===== config.mk =====
export PLATFORM = sky130hd
export DESIGN_NAME = sha_msg_loader
export DESIGN_NICKNAME = d
export VERILOG_FILES = /design/src/rtl/sha_msg_loader.sv
export SDC_FILE = /design/constraint.sdc
export NUM_CORES = 2
export LEC_CHECK = 0
export CORE_AREA = 2 2 448 450
export CTS_BUF_LIST = sky130_fd_sc_hd__clkbuf_4 sky130_fd_sc_hd__clkbuf_8 sky130_fd_sc_hd__clkbuf_16
export DETAILED_ROUTE_END_ITERATION = 16
export DIE_AREA = 0 0 450 452
export PLACE_DENSITY = 0.36
export SLEW_MARGIN = 20
export SYNTH_ARGS = -nofsm -noshare
export SYNTH_HDL_FRONTEND = slang
export SYNTH_SLANG_ARGS = --single-unit

===== constraint.sdc =====
create_clock -name clk -period 3.1 [get_ports clk]
set_input_delay 0.62 -clock clk [delete_from_list [all_inputs] [get_ports clk]]
set_output_delay 0.62 -clock clk [all_outputs]
set_load 0.02 [all_outputs]

===== src/rtl/sha_msg_loader.sv =====
// sha_msg_loader: upstream feeder for sha_core.
// Collects one 512-bit block from WORD_W-bit writes, MSB word first.
// Pulses start for one cycle, then waits for the core's valid.
// On valid it captures and holds the 256-bit digest.
// Each block is hashed on its own; there is no chaining between blocks.
//
// Handshake: a word transfers on a rising edge where wr_en && wr_ready.
// wr_ready is high only in LOAD and only while clr is high.
// A write offered while wr_ready is low is dropped without side effects.
// core_valid is acted on only in WAIT.
//
// Optional build macro SHA_LOADER_TIMEOUT_EN:
//   WAIT gives up after TIMEOUT_CYC cycles without core_valid.
//   The loader then returns to LOAD and sets the sticky flag timeout_err.
//   Without the macro, no counter is built and timeout_err is tied to 0.
module sha_msg_loader #(
    parameter int WORD_W      = 128,
    parameter int TIMEOUT_CYC = 1023
) (
    input  logic              clk,
    input  logic              clr,
    input  logic              wr_en,
    input  logic [WORD_W-1:0] wr_data,
    output logic              wr_ready,
    output logic [511:0]      message,
    output logic              start,
    input  logic              core_valid,
    input  logic [255:0]      core_hash,
    output logic [255:0]      hash_out,
    output logic              hash_valid,
    output logic              busy,
    output logic              timeout_err
);

    localparam int NUM_WORDS = 512 / WORD_W;
    localparam int CNT_W     = (NUM_WORDS > 1) ? $clog2(NUM_WORDS) : 1;
    localparam logic [CNT_W-1:0] LAST_CNT = CNT_W'(NUM_WORDS - 1);

    typedef enum logic [1:0] {
        ST_LOAD  = 2'd0,
        ST_START = 2'd1,
        ST_WAIT  = 2'd2
    } state_t;

    state_t           state_q;
    logic [CNT_W-1:0] cnt_q;
    logic [511:0]     message_q;
    logic [255:0]     hash_out_q;
    logic             hash_valid_q;
    logic             start_q;
    logic             accept;
    logic [8:0]       slice_hi;

`ifdef SHA_LOADER_TIMEOUT_EN
    localparam int TO_W = $clog2(TIMEOUT_CYC + 1);
    localparam logic [TO_W-1:0] TO_LAST = TO_W'(TIMEOUT_CYC - 1);

    logic [TO_W-1:0] wait_cnt_q;
    logic            timeout_err_q;
`endif

    // Word slot: word 0 fills bits 511 downward.
    assign slice_hi = 9'(511 - int'(cnt_q) * WORD_W);

    // Ready is held low during reset, so a write is never taken under clr=0.
    assign wr_ready = clr && (state_q == ST_LOAD);
    assign accept   = wr_en && wr_ready;
    assign busy     = (state_q != ST_LOAD);

    assign message    = message_q;
    assign hash_out   = hash_out_q;
    assign hash_valid = hash_valid_q;
    assign start      = start_q;

`ifdef SHA_LOADER_TIMEOUT_EN
    assign timeout_err = timeout_err_q;
`else
    assign timeout_err = 1'b0;
    logic unused_cfg;
    assign unused_cfg = ^TIMEOUT_CYC;
`endif

    // Loader FSM: collect words, pulse start, wait for and capture the digest.
    always_ff @(posedge clk) begin
        if (!clr) begin
            state_q      <= ST_LOAD;
            cnt_q        <= '0;
            message_q    <= '0;
            hash_out_q   <= '0;
            hash_valid_q <= 1'b0;
            start_q      <= 1'b0;
`ifdef SHA_LOADER_TIMEOUT_EN
            wait_cnt_q    <= '0;
            timeout_err_q <= 1'b0;
`endif
        end else begin
            start_q <= 1'b0;
            case (state_q)
                ST_LOAD: begin
                    if (accept) begin
                        message_q[slice_hi -: WORD_W] <= wr_data;
                        // A new block makes the previous result stale.
                        if (cnt_q == '0) begin
                            hash_valid_q <= 1'b0;
`ifdef SHA_LOADER_TIMEOUT_EN
                            timeout_err_q <= 1'b0;
`endif
                        end
                        if (cnt_q == LAST_CNT) begin
                            cnt_q   <= '0;
                            state_q <= ST_START;
                            start_q <= 1'b1;
                        end else begin
                            cnt_q <= cnt_q + 1'b1;
                        end
                    end
                end
                ST_START: begin
                    state_q <= ST_WAIT;
`ifdef SHA_LOADER_TIMEOUT_EN
                    wait_cnt_q <= '0;
`endif
                end
                ST_WAIT: begin
                    // If core_valid and the timeout land in the same cycle,
                    // the digest is captured and no error is raised.
                    if (core_valid) begin
                        hash_out_q   <= core_hash;
                        hash_valid_q <= 1'b1;
                        state_q      <= ST_LOAD;
                    end
`ifdef SHA_LOADER_TIMEOUT_EN
                    else if (wait_cnt_q == TO_LAST) begin
                        timeout_err_q <= 1'b1;
                        state_q       <= ST_LOAD;
                    end else begin
                        wait_cnt_q <= wait_cnt_q + 1'b1;
                    end
`endif
                end
                default: begin
                    state_q <= ST_LOAD;
                end
            endcase
        end
    end

endmodule


==> results.txt <==
Number of buffers inserted for hold repair after clock tree synthesis: 0. Measured against its own limit, the worst slew margin works out to 27.9%. In this run, synthesis produced a sequential element count of 774.

The final worst-path cycle share came out at 90.3%. For the area of placed instances, the log shows 43,300 um^2. The run gives 22,000 as the number of fill cells. For the number of failing setup endpoints in the final timing report, the log shows 0. In this run the standard cell core region covers 199,000 um^2. On the critical path, the stage with the largest delay is an instance of sky130_fd_sc_hd__clkdlybuf4s50_1. The run gives 0 as the number of setup buffers added after CTS. For the yosys synthesis warning count, the log shows 0. Sequential area share after synthesis: 54.5%. Power spread over the standard cell area amounts to 539 nW/um^2.

Entering global routing, the biggest net connects 203 pins. The power consumption is 25,200 uW, and the HPWL after detailed placement is 145,000 um. The worst setup path is launched from a flop. Last weighted congestion value of the routability-driven placer: 0.860. In the final routed layout, each cell accounts on average for 26.5 um. The via count normalized by instance count came out at 4.18. The synthesized area per cell came out at 8.14 um^2. After technology mapping, the gate count stands at 3,492. From synthesis to final layout, the design area changed by 64.5%. The family of cells with the greatest summed delay on the critical path was buffers and inverters.

Traced cell by cell, the critical path runs through or2_2 -> clkdlybuf4s50_1. The sequential cell area in the final layout is 15,500 um^2. Setup repair after global routing left no endpoint under its margin. The run finished with clean final reports. The critical path arrival was 2.18 ns; the area of the multi-input gates was 11,500 um^2. The critical path class is flop to output port. In this run the clock root is driven by a sky130_fd_sc_hd__clkbuf_16. The tools report the number of nets produced by synthesis as 3,884. The most frequent cell after synthesis is sky130_fd_sc_hd__nand2_1. The tools report the row count as 164.

The clock buffer count from CTS was 99; the largest fanout on the critical path was 6. The number of buffer and inverter instances along the worst setup path works out to 1. The first global-routing pass estimated 259,000 um of wire.

The logs give 7,058 for the number of instances in the placed design and 0 for the number of hold-slack violations in the final timing report. Cells with a size suffix above 1 make up 6.90% of the layout. The logs give 0 for the residual antenna-violating net count after detailed routing and 2.48 ns for the required time at the endpoint of the critical path. The leakage power is 0.0149 uW. For the net count reported at finish, the log shows 4,895. On the final layout, the worst hold slack is 0.287 ns. For this run, the number of standard cells in the final layout without fillers is 7,253.

The number of violations of the max-capacitance limit is 0, and the latest clock arrival within the worst-skew pair is 0.74 ns. After synthesis, the most frequently instantiated cells are 1,024 x sky130_fd_sc_hd__nand2_1, 774 x sky130_fd_sc_hd__dfxtp_1, 453 x sky130_fd_sc_hd__nand4_1. TritonCTS built the clock tree. The tools report the number of distinct library cell variants in the gate-level netlist after synthesis as 26.

Across every metal layer, demand over resource in global routing totals 18.1%. The share of the synthesized area in the top cell type was 54.5%; the violation count after the first detailed-routing iteration was 2,432. The tools report the via count of the first global-routing pass as 29,100. The flip-flop cell with the highest count after synthesis was sky130_fd_sc_hd__dfxtp_1.

The die covers 203,000 um^2. After detailed routing, the number of remaining DRC violations is 0. After synthesis the cells add up to 28,400 um^2. The logs give 0 for the aggregate global routing overflow and 774 for the total number of clock tree sinks. Before antenna repair, the detailed router went through 5 iterations. For this run, the slowest stage of the critical path takes 0.68 ns.

The finished cells cover 46,800 um^2. Gates resized during post-CTS repair numbered 0. Vias after detailed routing: 30,300.

The worst-case clock buffer depth was 3. The sum of negative setup slack is 0 ns. The H-tree was split into 3 levels. The tools report the max-slew violation count as 0. After clock tree synthesis, the clock-pin slew on the worst setup and hold paths is 0.06 ns.

The run gives 1,161 as the I/O pin count. The logs give 0.357 GHz for the maximum clock frequency and 25 for the initial antenna violation count. Cell taking the most area after synthesis: sky130_fd_sc_hd__dfxtp_1. The number of buffers inserted by port buffering is 1,159, and the number of enable-type register cells in the synthesized netlist is 0. The logs give 14.3% for the initial cell density of the core and 392 uV for the peak supply drop. The kind of end point of the critical path was an output port. In this run the horizontal extent of the chip is 450 um. The minimum clock period is 2.80 ns. The class of the worst hold path is input port to flop.

For the final database, setup skew stands at 0.0278 ns. The measured slew at the worst slew-check pin is 1.08 ns, and the overall routed net length is 193,000 um. The die height was 452 um; the share of flip-flops with an asynchronous set or reset after synthesis was 0%. Yosys attributes the largest share of cell area to sky130_fd_sc_hd__dfxtp_1 54%, sky130_fd_sc_hd__nand2_1 14%, sky130_fd_sc_hd__nand4_1 10%, sky130_fd_sc_hd__o21ai_0 7.9%, sky130_fd_sc_hd__a21oi_1 4.5%.
metrics by stage:
stage	setup slack (ns)	util, %
after CTS	0.0923	23.5
after global routing	0.174	23.5
final	0.300	23.6
after detailed placement	0.450	21.8
after floorplan	1.32	-
after global placement	0.510	21.8
cell type report:
cell class	instances	share of cell area, %
flip-flops and latches	774	33.1
inverters	3	0.0401
well taps	2656	7.10
repair buffers	1276	27.8
multi-input cells	2349	24.6
clock inverters	32	0.864
diodes	14	0.0749
clock buffers	149	6.42
final timing paths:
path / slack, ns / from / cells after the start / end
setup / recovery: 0.30 / state_q[1] / 2 / busy
setup reg to reg: 0.86 / cnt_q[0] / 4 / message[272]
hold reg to reg: 0.45 / message[355] / 2 / message[355]
hold / removal: 0.29 / clr / 3 / message[65]
worst min-delay path, cell delays in order:
cell and delay, ns:
sky130_fd_sc_hd__buf_8 0.17, sky130_fd_sc_hd__nand2_1 0.09, sky130_fd_sc_hd__o21ai_0 0.06
cells in the final DEF (no fill, tap or decap), types with 2 or more instances in the layout:
master | netlist | final
sky130_fd_sc_hd__clkdlybuf4s50_1 | 0 | 1157
sky130_fd_sc_hd__nand2_1 | 1024 | 1024
sky130_fd_sc_hd__dfxtp_1 | 774 | 774
sky130_fd_sc_hd__nand4_1 | 453 | 453
sky130_fd_sc_hd__o21ai_0 | 451 | 451
sky130_fd_sc_hd__a21oi_1 | 256 | 256
sky130_fd_sc_hd__clkbuf_16 | 0 | 100
sky130_fd_sc_hd__buf_4 | 1 | 77
sky130_fd_sc_hd__mux2i_1 | 62 | 62
sky130_fd_sc_hd__nand3_1 | 59 | 59
sky130_fd_sc_hd__buf_12 | 0 | 41
sky130_fd_sc_hd__clkbuf_4 | 0 | 28
sky130_fd_sc_hd__clkbuf_8 | 0 | 21
sky130_fd_sc_hd__and2_1 | 18 | 16
sky130_fd_sc_hd__diode_2 | 0 | 14
sky130_fd_sc_hd__clkinv_2 | 0 | 13
sky130_fd_sc_hd__nor2_1 | 8 | 7
sky130_fd_sc_hd__bufinv_16 | 0 | 6
sky130_fd_sc_hd__and2_4 | 3 | 5
sky130_fd_sc_hd__clkinvlp_4 | 0 | 5
sky130_fd_sc_hd__ha_4 | 0 | 4
sky130_fd_sc_hd__o21ai_1 | 3 | 3
sky130_fd_sc_hd__inv_6 | 0 | 3
sky130_fd_sc_hd__inv_1 | 2 | 2
sky130_fd_sc_hd__nor2b_4 | 0 | 2
sky130_fd_sc_hd__inv_16 | 0 | 2
layer usage:
| layer | up-vias | GRT usage (%) | share of wire (%) | wire length (um) |
|---|---|---|---|---|
| met2 | 1043 | 28.9 | 47 | 89800 |
| met4 | 4 | 5.57 | 2.6 | 4970 |
| met3 | 188 | 5.99 | 8.2 | 15700 |
| met1 | 15000 | 22.8 | 43 | 82100 |
| li1 | 14100 | - | - | - |
| met5 | - | 0 | 0.011 | 21 |
registers in the layout, indices dropped and copies added (netlist names):
register,flops
cnt_q,2
hash_out,256
hash_valid,1
message,512
start,1
state_q,2
power by group:
group | internal [uW] | leakage, uW | switching, uW
Sequential | 10100 | 0.00625 | 112
Combinational | 1010 | 0.00699 | 1710
Clock | 7210 | 0.00170 | 5040
cells by family (layout without fill, tap and decap cells):
logic type | count (synthesis) | count (layout) | share of synthesized area, %
AO/OA/AOI/OAI | 710 | 710 | 12.5
other | 1 | 15 | 0.0132
multiplexers | 62 | 62 | 2.18
adder cells (fa/ha/maj) | 4 | 4 | 0.176
AND/OR/NAND/NOR | 1572 | 1572 | 25.3
buffers and inverters | 369 | 1460 | 5.34
flip-flops | 774 | 774 | 54.5
(Power assumes the default switching activity.)
